==> config.mk <==
export PLATFORM = sky130hd
export DESIGN_NAME = imem_loader_flat
export DESIGN_NICKNAME = d
export VERILOG_FILES = /design/src/rtl/imem_loader_pkg.sv /design/src/rtl/imem_loader_if.sv /design/src/rtl/imem_loader_wr_stage.sv /design/src/rtl/imem_loader.sv /design/src/flat_wrapper.sv
export SDC_FILE = /design/constraint.sdc
export NUM_CORES = 1
export LEC_CHECK = 0
export CAP_MARGIN = 20
export CORE_ASPECT_RATIO = 1.2
export CORE_MARGIN = 2
export CORE_UTILIZATION = 44
export CTS_CLUSTER_DIAMETER = 120
export CTS_CLUSTER_SIZE = 28
export DETAILED_ROUTE_END_ITERATION = 8
export PLACE_DENSITY = 0.91
export SYNTH_ARGS = -nofsm -noshare
export SYNTH_HDL_FRONTEND = slang
export SYNTH_SLANG_ARGS = --single-unit
==> constraint.sdc <==
create_clock -name clk_i -period 2.5 [get_ports clk_i]
set_clock_uncertainty 0.15 [all_clocks]
set_input_delay 0.625 -clock clk_i [delete_from_list [all_inputs] [get_ports clk_i]]
set_output_delay 0.625 -clock clk_i [all_outputs]
set_load 0.05 [all_outputs]
==> src/rtl/imem_loader_pkg.sv <==
// Shared types and constants for the instruction-memory loader.
// Holds the FSM state encoding, the default geometry and the zero-fill word.
package imem_loader_pkg;

    localparam int DEF_ADDR_W = 8;
    localparam int DEF_DATA_W = 32;

    function automatic int depth_of(input int addr_w);
        return 2 ** addr_w;
    endfunction

    localparam int DEPTH = depth_of(DEF_ADDR_W);

    // Also the encoding of a NOP-free cleared slot.
    localparam logic [31:0] ZERO_WORD = 32'b0;

    typedef enum logic [1:0] {
        IDLE  = 2'd0,
        CLEAR = 2'd1,
        LOAD  = 2'd2,
        DONE  = 2'd3
    } state_e;

endpackage

==> src/rtl/imem_loader_if.sv <==
// Host-side request/stream bus and instruction-memory write port of the loader.
// The master drives requests and words; the slave (the loader) drives everything else.
interface imem_loader_if
    import imem_loader_pkg::*;
#(
    parameter int ADDR_W = DEF_ADDR_W,
    parameter int DATA_W = DEF_DATA_W
);
    logic              load_req_i;
    logic [ADDR_W:0]   len_i;
    logic              s_valid_i;
    logic [DATA_W-1:0] s_data_i;
    logic              s_ready_o;
    logic              imem_we_o;
    logic [ADDR_W-1:0] imem_addr_o;
    logic [DATA_W-1:0] imem_data_o;
    logic              start_o;
    logic              busy_o;
    logic              err_o;

    modport master (
        output load_req_i, len_i, s_valid_i, s_data_i,
        input  s_ready_o, imem_we_o, imem_addr_o, imem_data_o, start_o, busy_o, err_o
    );

    modport slave (
        input  load_req_i, len_i, s_valid_i, s_data_i,
        output s_ready_o, imem_we_o, imem_addr_o, imem_data_o, start_o, busy_o, err_o
    );

endinterface

==> src/rtl/imem_loader_wr_stage.sv <==
// Registered write stage: turns the write request chosen this cycle into the
// instruction-memory strobe, address and data presented on the next cycle.
module imem_loader_wr_stage
    import imem_loader_pkg::*;
#(
    parameter int ADDR_W = DEF_ADDR_W,
    parameter int DATA_W = DEF_DATA_W
) (
    input  logic              clk_i,
    input  logic              rst_i,
    input  logic              i_wr_en,
    input  logic [ADDR_W-1:0] i_wr_addr,
    input  logic [DATA_W-1:0] i_wr_data,
    output logic              o_we,
    output logic [ADDR_W-1:0] o_addr,
    output logic [DATA_W-1:0] o_data
);

    logic              r_we;
    logic [ADDR_W-1:0] r_addr;
    logic [DATA_W-1:0] r_data;

    // NOTE: sequential state uses non-blocking assignments so every register
    // samples the pre-edge values, independent of statement order.
    always_ff @(posedge clk_i) begin
        if (rst_i) begin
            r_we   <= 1'b0;
            r_addr <= '0;
            r_data <= '0;
        end else begin
            r_we   <= i_wr_en;
            r_addr <= i_wr_addr;
            r_data <= i_wr_data;
        end
    end

    assign o_we   = r_we;
    assign o_addr = r_addr;
    assign o_data = r_data;

endmodule

==> src/rtl/imem_loader.sv <==
// Instruction-memory loader: optionally zero-fills the memory, streams words in
// over valid/ready, writes them from word 0 upward, then raises the CPU start.
module imem_loader
    import imem_loader_pkg::*;
#(
    parameter int ADDR_W    = DEF_ADDR_W,
    parameter int DATA_W    = DEF_DATA_W,
    parameter bit FILL_ZERO = 1'b1
) (
    input  logic         clk_i,
    input  logic         rst_i,
    imem_loader_if.slave bus
);

    localparam int              MEM_DEPTH = depth_of(ADDR_W);
    localparam logic [ADDR_W:0] DEPTH_CNT = (ADDR_W + 1)'(MEM_DEPTH);
    localparam logic [ADDR_W:0] LAST_IDX  = (ADDR_W + 1)'(MEM_DEPTH - 1);

    state_e            r_state;
    state_e            w_next_state;
    logic [ADDR_W:0]   r_cnt;
    logic [ADDR_W:0]   r_len;
    logic              r_err;

    logic              w_idle_like;
    logic              w_req_ok;
    logic              w_req_bad;
    logic              w_ready;
    logic              w_accept;
    logic              w_wr_en;
    logic [ADDR_W-1:0] w_wr_addr;
    logic [DATA_W-1:0] w_wr_data;

    assign w_idle_like = (r_state == IDLE) || (r_state == DONE);
    assign w_req_ok    = w_idle_like && bus.load_req_i && (bus.len_i <= DEPTH_CNT);
    assign w_req_bad   = w_idle_like && bus.load_req_i && (bus.len_i >  DEPTH_CNT);
    assign w_ready     = (r_state == LOAD) && (r_cnt < r_len);
    assign w_accept    = w_ready && bus.s_valid_i;

    always_ff @(posedge clk_i) begin
        if (rst_i) begin
            r_state <= IDLE;
        end else begin
            r_state <= w_next_state;
        end
    end

    // NOTE: every combinational output gets a default before the case so no
    // path leaves it unassigned, which would otherwise infer a latch.
    always_comb begin
        w_next_state = r_state;
        w_wr_en      = 1'b0;
        w_wr_addr    = '0;
        w_wr_data    = DATA_W'(ZERO_WORD);
        unique case (r_state)
            IDLE, DONE: begin
                if (w_req_ok) begin
                    if (FILL_ZERO) begin
                        // Clear word 0 is issued on entry so writes line up with CLEAR cycles.
                        w_next_state = CLEAR;
                        w_wr_en      = 1'b1;
                    end else if (bus.len_i == '0) begin
                        w_next_state = DONE;
                    end else begin
                        w_next_state = LOAD;
                    end
                end
            end
            CLEAR: begin
                if (r_cnt == LAST_IDX) begin
                    w_next_state = (r_len == '0) ? DONE : LOAD;
                end else begin
                    w_wr_en   = 1'b1;
                    w_wr_addr = r_cnt[ADDR_W-1:0] + ADDR_W'(1);
                end
            end
            LOAD: begin
                if (w_accept) begin
                    w_wr_en   = 1'b1;
                    w_wr_addr = r_cnt[ADDR_W-1:0];
                    w_wr_data = bus.s_data_i;
                end
                // Counter reaches len one cycle after the last acceptance, i.e. during its write.
                if (r_cnt == r_len) begin
                    w_next_state = DONE;
                end
            end
            default: w_next_state = IDLE;
        endcase
    end

    always_ff @(posedge clk_i) begin
        if (rst_i) begin
            r_cnt <= '0;
            r_len <= '0;
            r_err <= 1'b0;
        end else begin
            r_err <= w_req_bad;
            if (w_req_ok) begin
                r_len <= bus.len_i;
                r_cnt <= '0;
            end else if (r_state == CLEAR) begin
                r_cnt <= (r_cnt == LAST_IDX) ? '0 : r_cnt + (ADDR_W + 1)'(1);
            end else if (w_accept) begin
                r_cnt <= r_cnt + (ADDR_W + 1)'(1);
            end
        end
    end

    imem_loader_wr_stage #(
        .ADDR_W (ADDR_W),
        .DATA_W (DATA_W)
    ) u_wr_stage (
        .clk_i     (clk_i),
        .rst_i     (rst_i),
        .i_wr_en   (w_wr_en),
        .i_wr_addr (w_wr_addr),
        .i_wr_data (w_wr_data),
        .o_we      (bus.imem_we_o),
        .o_addr    (bus.imem_addr_o),
        .o_data    (bus.imem_data_o)
    );

    assign bus.s_ready_o = w_ready;
    assign bus.start_o   = (r_state == DONE);
    assign bus.busy_o    = (r_state == CLEAR) || (r_state == LOAD);
    assign bus.err_o     = r_err;

endmodule

==> src/flat_wrapper.sv <==
// flat-port wrapper written by rule: the top's interface ports become plain ports
module imem_loader_flat import imem_loader_pkg::*;
#(
    parameter int ADDR_W    = DEF_ADDR_W,
    parameter int DATA_W    = DEF_DATA_W,
    parameter bit FILL_ZERO = 1'b1
)
  (clk_i, rst_i, bus_load_req_i, bus_len_i, bus_s_valid_i, bus_s_data_i, bus_s_ready_o, bus_imem_we_o, bus_imem_addr_o, bus_imem_data_o, bus_start_o, bus_busy_o, bus_err_o);
  imem_loader_if #(.ADDR_W(ADDR_W), .DATA_W(DATA_W)) bus_i ();
  input  logic clk_i;
  input  logic rst_i;
  input wire logic [$bits(bus_i.load_req_i)-1:0] bus_load_req_i;
  input wire logic [$bits(bus_i.len_i)-1:0] bus_len_i;
  input wire logic [$bits(bus_i.s_valid_i)-1:0] bus_s_valid_i;
  input wire logic [$bits(bus_i.s_data_i)-1:0] bus_s_data_i;
  output wire logic [$bits(bus_i.s_ready_o)-1:0] bus_s_ready_o;
  output wire logic [$bits(bus_i.imem_we_o)-1:0] bus_imem_we_o;
  output wire logic [$bits(bus_i.imem_addr_o)-1:0] bus_imem_addr_o;
  output wire logic [$bits(bus_i.imem_data_o)-1:0] bus_imem_data_o;
  output wire logic [$bits(bus_i.start_o)-1:0] bus_start_o;
  output wire logic [$bits(bus_i.busy_o)-1:0] bus_busy_o;
  output wire logic [$bits(bus_i.err_o)-1:0] bus_err_o;
  assign bus_i.load_req_i = bus_load_req_i;
  assign bus_i.len_i = bus_len_i;
  assign bus_i.s_valid_i = bus_s_valid_i;
  assign bus_i.s_data_i = bus_s_data_i;
  assign bus_s_ready_o = bus_i.s_ready_o;
  assign bus_imem_we_o = bus_i.imem_we_o;
  assign bus_imem_addr_o = bus_i.imem_addr_o;
  assign bus_imem_data_o = bus_i.imem_data_o;
  assign bus_start_o = bus_i.start_o;
  assign bus_busy_o = bus_i.busy_o;
  assign bus_err_o = bus_i.err_o;
  imem_loader #(.ADDR_W(ADDR_W), .DATA_W(DATA_W), .FILL_ZERO(FILL_ZERO)) u_core (.clk_i(clk_i), .rst_i(rst_i), .bus(bus_i));
endmodule
=== After elaboration in Yosys (flattened, before gate mapping) ===
Index checks and enable logic that the tools add are counted.

* Equal/unequal tests: 8
* Divide/modulo/power cells: 0
* Bitwise logic cells: 2
* Muxes and demuxes: 15
* $lt $le $gt $ge: 3
* $add $sub $neg: 2
* Multiply operators: 0
* Reductions and logical operators: 14
* Shift-type cells: 0

{| class="wikitable"
|+ Operators by type and width
! cell !! count
|-
| $mux W9 || 3
|-
| $mux W8 || 2
|-
| $pmux W8 S2 || 1
|-
| $add A9 B1 Y9 const B || 1
|-
| $eq A9 B8 Y1 const B || 1
|-
| $eq A9 B9 Y1 || 1
|-
| $gt A9 B9 Y1 const B || 1
|-
| $le A9 B9 Y1 const B || 1
|-
| $logic_not A9 Y1 || 1
|-
| $lt A9 B9 Y1 || 1
|-
| $add A8 B1 Y8 const B || 1
|-
| $mux W2 || 3
|-
| $ne A2 B1 Y1 const B || 3
|-
| $pmux W2 S3 || 1
|-
| $logic_and A1 B1 Y1 || 5
|-
| $eq A2 B2 Y1 const B || 2
|-
| $mux W1 || 4
|-
| $reduce_or A2 Y1 || 2
|-
| $pmux W1 S3 || 1
|-
| $reduce_and A3 Y1 || 1
|-
| $reduce_or A3 Y1 || 1
|-
| $eq A2 B1 Y1 const B || 1
|-
| $logic_not A2 Y1 || 1
|-
| $logic_or A1 B1 Y1 || 2
|-
| other kinds (2) || 3
|}

* Memories kept: 0
* Logic and storage cells: 51
* Output and inout bits: 45
* Bits of input ports: 45
* RAM bits: 0
* Register bits: 62
* Bits in latches: 0
* Memory bits (read-only): 0

=== Depth between registers and ports, before layout ===
Gate-level depths: netlist of run 1.

* Word-level depth: 6
* Gate-level depth with buffers: 10

=== Hierarchy ===
From an unflattened synthesis of run 1, not the netlist that was laid out.

* Cells, all modules: 320
* Area total of the unflattened synthesis: 2812.7 um^2

{| class="wikitable"
|+ By module, submodules not included
! module !! cells an instance !! area each (um^2) !! instances
|-
| imem_loader || 234 || 1715.4 || 1
|-
| imem_loader_wr_stage || 86 || 1097.3 || 1
|}

=== Worst setup path before layout of run 1 ===
OpenSTA, ideal clock, no wires.

* Path type: flip-flop to output port
* Start: register u_core.r_cnt[2]
* End: output port bus_s_ready_o
* Cell stages (with the launch flop): 7
* Buffers on the path: 0
* Data required time: 1725 ps
* Setup slack: -143 ps
* Arrival time: 1868 ps
* Path through: dfxtp_1 -> ha_1 -> a21oi_1 -> o21ai_0 -> o21ai_0 -> a21oi_1 -> nor2b_1

* Word-level cells in the longest chain between the ends: 2

{| class="wikitable"
|+ RTL lines
! what !! line !! text
|-
| start, declared || imem_loader.sv:21 || <nowiki>logic [ADDR_W:0] r_cnt;</nowiki>
|-
| start signal, assigned || imem_loader.sv:103 || <nowiki>r_cnt <= (r_cnt == LAST_IDX) ? '0 : r_cnt + (ADDR_W + 1)'(1);</nowiki>
|-
| start signal, assigned || imem_loader.sv:105 || <nowiki>r_cnt <= r_cnt + (ADDR_W + 1)'(1);</nowiki>
|-
| $lt A9 B9 Y1 || imem_loader.sv:37 || <nowiki>assign w_ready = (r_state == LOAD) && (r_cnt < r_len);</nowiki>
|-
| $logic_and A1 B1 Y1 || imem_loader.sv:37 ||
|-
| end, declared || flat_wrapper.sv:16 || <nowiki>output wire logic [$bits(bus_i.s_ready_o)-1:0] bus_s_ready_o;</nowiki>
|}

No other way between the ends.

=== Final worst setup path of run 1 ===
* Start: register u_core.r_len[7]
* End: output port bus_s_ready_o

* Word-level cells in the longest chain between the ends: 2

{| class="wikitable"
|+ RTL lines
! what !! line !! text
|-
| start, declared || imem_loader.sv:22 || <nowiki>logic [ADDR_W:0] r_len;</nowiki>
|-
| start signal, assigned || imem_loader.sv:100 || <nowiki>r_len <= bus.len_i;</nowiki>
|-
| $lt A9 B9 Y1 || imem_loader.sv:37 ||
|-
| $logic_and A1 B1 Y1 || imem_loader.sv:37 ||
|}

No other way between the ends.

==> key figures, run 1 <==
Timing
  – Worst-Margin Slew: 0.606 ns
  – Period minus WS final: 2.53 ns
  – Setup TNS: -0.0339 ns
  – Final worst slack: -0.0339 ns
  – Slew Limit Fails: 0
  – Fin. Hold Viols: 0
  – Finish-stage setup viols: 1
  – Unrepaired setup endpoints after global routing: true
  – Ratio of final minimum period to clock period: 101%
  – Fmax: 395 MHz
  – Worst rel slew slack: 59.6%

Synthesis
  – Synth Cell Area: 2500 um2
  – Top cells by count, synth: 62 x dfxtp_1, 37 x nand2_1, 33 x and3_1, 24 x a21oi_1, 14 x inv_1
  – Synth warnings: 0
  – Syn Inst Count: 272
  – Post-Syn Nets: 330
  – #FFs+latches synth: 62
  – Area leader, netlist: dfxtp_1
  – Sequential fraction of the synthesis area: 49.7%
  – Dominant cell by count in the synthesized netlist: dfxtp_1
  – Top-area cell type share of the netlist area: 49.7%
  – Post-synth cell types: 38
  – Primary FF master, synth: dfxtp_1
  – Number of synthesized flops with an enable pin: 0
  – Mean Syn Cell Area: 9.18 um2
  – Top post-synthesis cells by area: dfxtp_1 50%, and3_1 8.3%, ha_1 6.5%
  – Ys async rst share: 0%

Finish
  – Area growth, synth to finish: 54.8%
  – N_diodes: 0
  – Layout cells sized above 1: 16.0%
  – Filler cells: 416
  – Area taken by multi-input logic gates: 1190 um2
  – Register area: 1250 um2
  – NumNets Final: 435
  – Final Util: 69.6%

Die
  – Top-level I/O count: 90
  – Die ar.: 6300 um2
  – Row count: 30
  – Die height: 86.5 um
  – Core area: 5560 um2
  – Die width: 72.8 um
  – Initial core utilization: 45.0%

Drt
  – Via count: 2444
  – ANT nets after route: 0
  – DRT iter0 DRCs: 113
  – WL final: 6730 um
  – Wire length per cell: 15.1 um
  – DRC violations left: 0
  – Via density: 5.48
  – 1st-pass router iterations: 5

GRT
  – Number of global-route vias before repair: 2302
  – First-pass GRT wire length: 10800 um
  – Initial antenna violation count: 0
  – Largest net degree at the start of global routing: 38
  – Tot GR Track Use: 22.3%
  – GRT overflow: 0

Hold path
  – Worst min-delay path category: reg -> reg

Pwr
  – Overall power: 3.15 mW
  – Clock share of power: 28.9%
  – Internal: 2.03 mW
  – Switching power total: 1.11 mW
  – Leak pwr: 1.60 nW
  – Peak supply drop: 0.000454 V
  – Net Sw Frac: 35.4%
  – Power per Cell Area: 814 nW/um2
  – Sequential fraction of design power: 35.1%
  – Comb power frac: 36.0%

Clock tree
  – Clk buf depth: 2
  – Num CTS Buffers: 9
  – Clock Sinks: 62
  – Skew-Pair Late Insertion Delay: 0.34 ns
  – CTS hold repair buffers: 0
  – CTS tree: yes
  – H-tree Lvls: 3
  – Root buf cell: clkbuf_8
  – Clock Pin Slew Worst Setup and Hold Paths: 0.07 ns

Worst setup path
  – Worst setup EP type: output pin
  – CP required: 1.73 ns
  – Arr. time, crit path: 1.76 ns
  – Critical path class: reg -> out
  – Crit path launch type: flip-flop
  – Critical path fanouts, max: 3

Place
  – HPWL after DPL: 4770 um
  – I/O Buffers: 89
  – Final Wtd Congestion: 0.900

Run status
  – Status: complete, but fails checks
  – Failing checks: setup timing

Flow run
  – Number of max-cap violations: 0
## metrics by stage
step	worst slack [ns]	instances	hold WS, ns	instance area, um2
3_3_place_gp	-0.0196	423	0.293	3530
5_1_grt	-0.138	446	0.343	3870
3_5_place_dp	-0.0572	423	0.316	3530
4_1_cts	-0.0302	445	0.331	3850
6_report	-0.0339	446	0.330	3870
2_1_floorplan	0.0997	272	0.286	2500
## layer usage
| layer | vias up | global-route usage [%] | part of all wire (%) |
|---|---|---|---|
| met2 | 127 | 37.8 | 49 |
| met5 | - | 0 | 0 |
| met3 | 26 | 7.44 | 8.7 |
| met4 | 0 | 10.4 | 3.1 |
| met1 | 1115 | 25.0 | 40 |
| li1 | 1176 | - | - |
## power groups by stage
| stage | sequential, mW | clock, mW | combinational [mW] |
|---|---|---|---|
| final | 1.11 | 0.911 | 1.13 |
| after global routing | 1.11 | 0.966 | 1.22 |
| after CTS | 1.10 | 0.923 | 1.09 |
| after detailed placement | 1.13 | 0 | 1.04 |
| after global placement | 1.12 | 0 | 1.01 |
| after floorplan | 1.21 | 0 | 0.591 |
## logic make-up (layout without fill, tap and decap cells)
kind of cell,count (synthesis),count (layout),synth area share (%)
adder cells (fa/ha/maj),13,13,6.51
AO/OA/AOI/OAI,54,54,13.8
XOR/XNOR,3,3,1.05
buffers and inverters,31,141,5.21
flip-flops,62,62,49.7
AND/OR/NAND/NOR,109,109,23.7
## cell type report
cell class | instances | share of cell area, %
clock buffers | 12 | 4.01
clock inverters | 4 | 1.39
inverters | 15 | 1.46
multi-input cells | 179 | 30.8
flip-flops and latches | 62 | 32.3
well taps | 64 | 2.07
repair buffers | 110 | 27.9
## sequential cells by signal, summed over array words and instances, names as in the netlist
signal and flops:
u_core.bus.err_o 1, u_core.r_cnt 9, u_core.r_len 9, u_core.r_state 2, u_core.u_wr_stage.o_addr 8, u_core.u_wr_stage.o_data 32
u_core.u_wr_stage.o_we 1
## cells in the final DEF (no fill, tap or decap), types with 2 or more instances in the layout
master and n:
o21ai_2 2, dfxtp_2 7, ha_1 10, nand3_1 12, o211ai_1 5, clkbuf_8 11, dfxtp_1 55, xor2_1 2
nor2b_2 2, nand4_1 2, nand2_1 37, a21oi_2 4, a21oi_1 20, o41ai_1 3, buf_4 20, and3_1 33
ha_4 3, nor4_1 4, a21o_1 2, buf_12 3, or4_1 3, nor2_1 7, o21ai_0 6, a41oi_1 2
a311oi_1 6, inv_1 13, clkinvlp_4 2, clkdlybuf4s50_1 86
## repair_timing
| item | in CTS | in global routing |
|---|---|---|
| endpoints found under the setup margin | 2 | 8 |
| pin swaps | 7 | 2 |
| resized for setup | 18 | 3 |
| buffers inserted | 6 | 1 |
## final timing paths
kind	start	slack, ns	endpoint	cells past startpoint
setup / recovery	u_core.r_len[7]$_SDFFE_PP0P_	-0.03	bus_s_ready_o	6
hold reg to reg	u_core.r_len[3]$_SDFFE_PP0P_	0.33	u_core.r_len[3]$_SDFFE_PP0P_	2
hold / removal	u_core.r_len[3]$_SDFFE_PP0P_	0.33	u_core.r_len[3]$_SDFFE_PP0P_	2
setup reg to reg	u_core.r_len[7]$_SDFFE_PP0P_	0.26	u_core.r_cnt[5]$_SDFFE_PP0P_	8
## worst max-delay path, cell delays in order, from the launching register on
cell and delay, ns:
dfxtp_1 0.35, inv_1 0.06, ha_1 0.34, nand3_1 0.09, and4b_1 0.22, nor2b_2 0.20
buf_12 0.15
Note: power is estimated with default switching activity, not from simulation.
==> run 2: changes to the inputs <==
Settings changed: CORE_ASPECT_RATIO 1.2 to not set.
==> key figures, run 2 (synthesis results as in run 1) <==
GRT
  – Initial antenna violation count: 0 (unchanged)
  – First-pass GRT wire length: 11100 um (was 10800 um)
  – GRT met1 Usage: 26.7% (was 25.0%)
  – GRT overflow: 0 (unchanged)
  – Met2 Use GR: 40.7% (was 37.8%)
  – Largest net degree at the start of global routing: 38 (unchanged)
  – GR peak layer: met2 (unchanged)
  – Met3 usage: 3.98% (was 7.44%)
  – Tot GR Track Use: 23.1% (was 22.3%)
  – Number of global-route vias before repair: 2302 (unchanged)

Finish
  – N_diodes: 0 (unchanged)
  – Final Non-Filler Cells: 458 (was 446)
  – Register area: 1250 um2 (about the same)
  – Filler cells: 397 (was 416)
  – NumNets Final: 439 (was 435)
  – Area taken by multi-input logic gates: 1180 um2 (was 1190 um2)
  – Commonest non-fill, non-tap cell in the layout: clkdlybuf4s50_1 (unchanged)
  – Area growth, synth to finish: 55.5% (was 54.8%)
  – Most frequent cells in the layout: 86 x clkdlybuf4s50_1, 54 x dfxtp_1, 37 x nand2_1, 33 x and3_1, 23 x buf_4 (was 86 x clkdlybuf4s50_1, 55 x dfxtp_1, 37 x nand2_1, 33 x and3_1)
  – Max reg flops: 32 (unchanged)
  – Layout cells sized above 1: 17.6% (was 16.0%)

Worst setup path
  – Crit path launch type: flip-flop (unchanged)
  – Arr. time, crit path: 1.79 ns (was 1.76 ns)
  – Worst R2R Setup Slack: -0.06 ns (was 0.26 ns)
  – R2R depth: 12 (was 8)
  – Critical path class: reg -> out (unchanged)
  – Worst setup EP type: output pin (unchanged)
  – CP required: 1.73 ns (about the same)
  – Critical path fanouts, max: 3 (unchanged)

Run status
  – Failing checks: setup timing (unchanged)
  – Status: complete, but fails checks (unchanged)

Die
  – Top-level I/O count: 90 (unchanged)
  – Core area: 5510 um2 (was 5560 um2)
  – Die ar.: 6290 um2 (was 6300 um2)
  – Die width: 79.3 um (was 72.8 um)
  – Initial core utilization: 45.4% (was 45.0%)
  – Row count: 27 (was 30)
  – Die height: 79.3 um (was 86.5 um)

Timing
  – Final worst slack: -0.0672 ns (was -0.0339 ns)
  – Ratio of final minimum period to clock period: 103% (was 101%)
  – Fin. Hold Viols: 0 (unchanged)
  – Finish-stage setup viols: 3 (was 1)
  – Slew Limit Fails: 0 (unchanged)
  – Fmax: 390 MHz (was 395 MHz)
  – Worst rel slew slack: 63.2% (was 59.6%)
  – Hold_ws: 0.312 ns (was 0.330 ns)
  – Unrepaired setup endpoints after global routing: true (unchanged)
  – Period minus WS final: 2.57 ns (was 2.53 ns)
  – Worst-Margin Slew: 0.551 ns (was 0.606 ns)

Drt
  – DRT iter0 DRCs: 227 (was 113)
  – 1st-pass router iterations: 5 (unchanged)
  – DRC violations left: 0 (unchanged)
  – Via count: 2473 (was 2444)
  – Via density: 5.40 (was 5.48)
  – WL final: 7530 um (was 6730 um)
  – Wire length per cell: 16.4 um (was 15.1 um)
  – ANT nets after route: 0 (unchanged)

Clock tree
  – Root buf cell: clkbuf_8 (unchanged)
  – Num CTS Buffers: 9 (unchanged)
  – Clk buf depth: 2 (unchanged)
  – CTS tree: yes (unchanged)
  – Clock Sinks: 62 (unchanged)
  – Skew-Pair Late Insertion Delay: 0.34 ns (about the same)
  – H-tree Lvls: 3 (unchanged)
  – CTS hold repair buffers: 0 (unchanged)
  – Clock Pin Slew Worst Setup and Hold Paths: 0.07 ns (about the same)

Flow run
  – Number of max-cap violations: 0 (unchanged)

Pwr
  – Peak supply drop: 0.00113 V (was 0.000454 V)
  – Power per Cell Area: 802 nW/um2 (was 814 nW/um2)
  – Leak pwr: 1.63 nW (was 1.60 nW)
  – Overall power: 3.12 mW (was 3.15 mW)

Place
  – Placed cell count: 427 (was 423)
  – HPWL after DPL: 4910 um (was 4770 um)
  – Final Wtd Congestion: 0.906 (was 0.900)
  – Pre-CTS setup slack: -0.0579 ns (was -0.0572 ns)
  – I/O Buffers: 89 (unchanged)

Hold path
  – Worst hold path depth: 2 (unchanged)
  – Worst min-delay path category: reg -> reg (unchanged)
[run 2: cell count changes in the layout (fill, tap and decap cells not counted), moves of 2 or more]
cell / previous run / this run
clkinv_2: 0 / 3
inv_2: 1 / 3
inv_1: 13 / 11
clkbuf_8: 11 / 9
buf_4: 20 / 23
[run 2: where the power goes]
group / total (mW) / switching (mW) / leakage, nW / internal [mW]
sequential: 1.11 / 0.0458 / 0.505 / 1.06
combinational: 1.24 / 0.728 / 1.04 / 0.517
clock: 0.764 / 0.408 / 0.0820 / 0.355
[run 2: cell type report]
class                      instances  share of cell area, %
tap                               72                   2.32
clock buffer                      10                   3.29
sequential                        62                   32.3
clock inverter                     6                  0.999
inverter                          15                   1.45
multi-input combinational        179                   30.5
timing repair buffer             114                   29.1
[run 2: metal layers]
layer / vias to the layer above / wire, um
met3: 28 / 494
li1: 1181 / -
met1: 1144 / 2820
met4: 0 / 259
met2: 120 / 3960
met5: - / 0
[run 2: per-stage QoR]
stage	setup TNS [ns]	instance area [um2]	util, %
after floorplan	0	2500	-
after global placement	-0.0252	3510	63.8
after detailed placement	-0.0971	3510	63.8
after CTS	-0.0132	3800	69.1
after global routing	-0.934	3880	70.5
final	-0.164	3880	70.5
[run 2: timing repair]
item                                    CTS  global route
gates resized for setup                  15            11
pin swaps                                 8             7
gates cloned                              0             1
endpoints found under the setup margin    1            10
buffers inserted                         10             4
[run 2: critical path, cell delays in order, from the launching register on]
cell and delay (ns):
dfxtp_2 0.35, inv_2 0.05, ha_4 0.26, nand4_1 0.16
nor2_2 0.16, o21ai_2 0.08, a21oi_2 0.19, nor2b_4 0.06
buf_12 0.14
[run 2: path summary, 6_finish.rpt]
kind                                                    from                      endpoint
worst max-delay path            u_core.r_len[4]$_SDFFE_PP0P_                 bus_s_ready_o
worst min-delay path            u_core.r_len[5]$_SDFFE_PP0P_  u_core.r_len[5]$_SDFFE_PP0P_
worst max register to register  u_core.r_cnt[1]$_SDFFE_PP0P_  u_core.r_cnt[1]$_SDFFE_PP0P_
worst min register to register  u_core.r_len[5]$_SDFFE_PP0P_  u_core.r_len[5]$_SDFFE_PP0P_
==> run 3: changes to the inputs <==
Settings changed: CELL_PAD_IN_SITES_DETAIL_PLACEMENT set to 1, CELL_PAD_IN_SITES_GLOBAL_PLACEMENT set to 2, CORE_UTILIZATION 44 to 25, PLACE_DENSITY 0.91 to 0.9.
Clock period 2.5 ns to 2.7 ns, I/O delays scaled along.
==> key figures, run 3 (synthesis results as in run 1) <==
Run status
  – Status: complete, no violations (was complete, but fails checks)

Clock tree
  – Skew-Pair Late Insertion Delay: 0.34 ns (about the same)
  – H-tree Lvls: 3 (unchanged)
  – Clock Sinks: 62 (unchanged)
  – Clk buf depth: 2 (unchanged)
  – Root buf cell: clkbuf_8 (unchanged)
  – CTS tree: yes (unchanged)
  – Clock Pin Slew Worst Setup and Hold Paths: 0.07 ns (about the same)
  – Num CTS Buffers: 9 (unchanged)

Timing
  – Final worst slack: 0.0923 ns (was -0.0672 ns)
  – Worst-Margin Slew: 0.620 ns (was 0.551 ns)
  – Worst rel slew slack: 58.6% (was 63.2%)
  – Finish-stage setup viols: 0 (was 3)
  – Slew Limit Fails: 0 (unchanged)
  – Fmax: 383 MHz
  – Fin. Hold Viols: 0 (unchanged)
  – Period minus WS final: 2.61 ns
  – Ratio of final minimum period to clock period: 96.6%

Worst setup path
  – Cells along the critical path: ha_1, nand4_1, nor2_2, o21ai_2, a21oi_2, nor2b_2, buf_12 (was inv_2, ha_4, nand4_1, nor2_2, o21ai_2, a21oi_2, nor2b_4, buf_12)
  – Crit path launch type: flip-flop (unchanged)
  – Crit path max-delay cell type: dfxtp_1 (was dfxtp_2)
  – Critical R2R Launch: u_core.r_len[8]$_SDFFE_PP0P_ (was u_core.r_cnt[1]$_SDFFE_PP0P_)
  – Slowest cell delay on critical path: 0.44 ns (was 0.35 ns)
  – Arr. time, crit path: 1.78 ns (was 1.79 ns)
  – CP required: 1.88 ns (was 1.73 ns)
  – Critical path class: reg -> out (unchanged)
  – R2R depth: 9 (was 12)
  – Worst R2R Setup Slack: 0.38 ns (was -0.06 ns)
  – FF-to-FF End: u_core.r_cnt[3]$_SDFFE_PP0P_ (was u_core.r_cnt[1]$_SDFFE_PP0P_)
  – Worst setup EP type: output pin (unchanged)
  – Critical path fanouts, max: 5 (was 3)

Drt
  – Via count: 2365 (was 2473)
  – DRC violations left: 0 (unchanged)
  – Wire length on met1: 3340 um (was 2820 um)
  – Top sig layer: met4 (unchanged)
  – 1st-pass router iterations: 4 (was 5)
  – Via density: 4.67 (was 5.40)
  – ANT nets after route: 0 (unchanged)
  – Met2 wire len: 4010 um (was 3960 um)
  – Met3 wire len: 262 um (was 494 um)
  – DRT iter0 DRCs: 104 (was 227)
  – WL final: 7760 um (was 7530 um)
  – Wire length per cell: 15.3 um (was 16.4 um)

Finish
  – Final Non-Filler Cells: 506 (was 458)
  – Commonest non-fill, non-tap cell in the layout: clkdlybuf4s50_1 (unchanged)
  – NumNets Final: 426 (was 439)
  – Most frequent cells in the layout: 87 x clkdlybuf4s50_1, 58 x dfxtp_1, 37 x nand2_1, 33 x and3_1, 21 x a21oi_1 (was 86 x clkdlybuf4s50_1, 54 x dfxtp_1, 37 x nand2_1, 33 x and3_1, 23 x buf_4)
  – Max reg flops: 32 (unchanged)
  – Layout cells sized above 1: 12.9% (was 17.6%)
  – Fin area: 3880 um2 (about the same)
  – N_diodes: 0 (unchanged)
  – Area growth, synth to finish: 55.2% (was 55.5%)
  – Final Util: 39.8% (was 70.5%)

Pwr
  – Leak pwr: 1.56 nW (was 1.63 nW)
  – Overall power: 2.96 mW (was 3.12 mW)
  – Power per Cell Area: 764 nW/um2 (was 802 nW/um2)
  – Peak supply drop: 0.000345 V (was 0.00113 V)

GRT
  – GRT overflow: 0 (unchanged)
  – Tot GR Track Use: 14.7% (was 23.1%)
  – First-pass GRT wire length: 12600 um (was 11100 um)
  – Number of global-route vias before repair: 2456 (was 2302)
  – Largest net degree at the start of global routing: 33 (was 38)
  – Initial antenna violation count: 0 (unchanged)

Hold path
  – Worst hold path depth: 2 (unchanged)
  – Worst min-delay path category: reg -> reg (unchanged)
  – End of the worst hold path: u_core.r_len[2]$_SDFFE_PP0P_ (was u_core.r_len[5]$_SDFFE_PP0P_)
  – Hold path start: u_core.r_len[2]$_SDFFE_PP0P_ (was u_core.r_len[5]$_SDFFE_PP0P_)

Place
  – Final Wtd Congestion: 0.790 (was 0.906)
  – Pre-CTS setup slack: 0.0683 ns (was -0.0579 ns)
  – HPWL after DPL: 5770 um (was 4910 um)
  – I/O Buffers: 89 (unchanged)
  – Placed instance area: 3570 um2 (was 3510 um2)
  – Placed cell count: 487 (was 427)

Die
  – Die height: 104 um (was 79.3 um)
  – Core area: 9730 um2 (was 5510 um2)
  – Die ar.: 10800 um2 (was 6290 um2)
  – Die width: 104 um (was 79.3 um)
  – Initial core utilization: 25.7% (was 45.4%)
  – Row count: 36 (was 27)
  – Top-level I/O count: 90 (unchanged)

Flow run
  – Number of max-cap violations: 0 (unchanged)
[run 3: critical path: cells and delay by family, from the launching register on]
kind	cells	cell delay (ns)
fa+ha+maj	1	0.28
flops	1	0.44
compound gates	2	0.22
buf+inv	1	0.15
simple gates	3	0.37
[run 3: worst max path at each step]
stage / startpoint / to / cells after the start
floorplan: u_core.r_cnt[2]$_SDFFE_PP0P_ / bus_s_ready_o / 6
global placement: bus_len_i[0] / u_core.r_cnt[5]$_SDFFE_PP0P_ / 7
detailed placement: bus_len_i[5] / u_core.r_cnt[3]$_SDFFE_PP0P_ / 7
CTS: u_core.r_len[2]$_SDFFE_PP0P_ / bus_s_ready_o / 8
global route: u_core.r_len[2]$_SDFFE_PP0P_ / bus_s_ready_o / 8
finish: u_core.r_cnt[1]$_SDFFE_PP0P_ / bus_s_ready_o / 7
[run 3: cell type report]
cell class	count	area (um2)
fill	1125	5850
tap	133	166
clock inverter	6	93.8
clock buffer	10	138
inverter	15	56.3
timing repair buffer	101	1000
sequential	62	1250
multi-input combinational	179	1170
[run 3: repair_timing]
item	4_1_cts	5_1_grt
resized for setup	6	10
hold buffers	0	0
pin swaps	0	5
buffers inserted	1	2
endpoints found under the setup margin	1	1
gates cloned	0	0
[run 3: routing by layer]
layer | vias up | track usage [%]
li1 | 1152 | -
met2 | 50 | 26.0
met3 | 12 | 3.45
met1 | 1151 | 17.3
met5 | - | 0
met4 | 0 | 5.41
[run 3: through the flow]
step                      hold WS, ns  setup TNS (ns)
after floorplan                 0.286               0
after global placement          0.298               0
after detailed placement        0.319               0
after CTS                       0.330               0
after global routing            0.350         -0.0178
final                           0.321               0
[run 3: power by group]
group	internal (mW)	total (mW)	switching [mW]
Sequential	0.982	1.02	0.0419
Combinational	0.380	1.00	0.623
Clock	0.551	0.935	0.385
Total	1.91	2.96	1.05
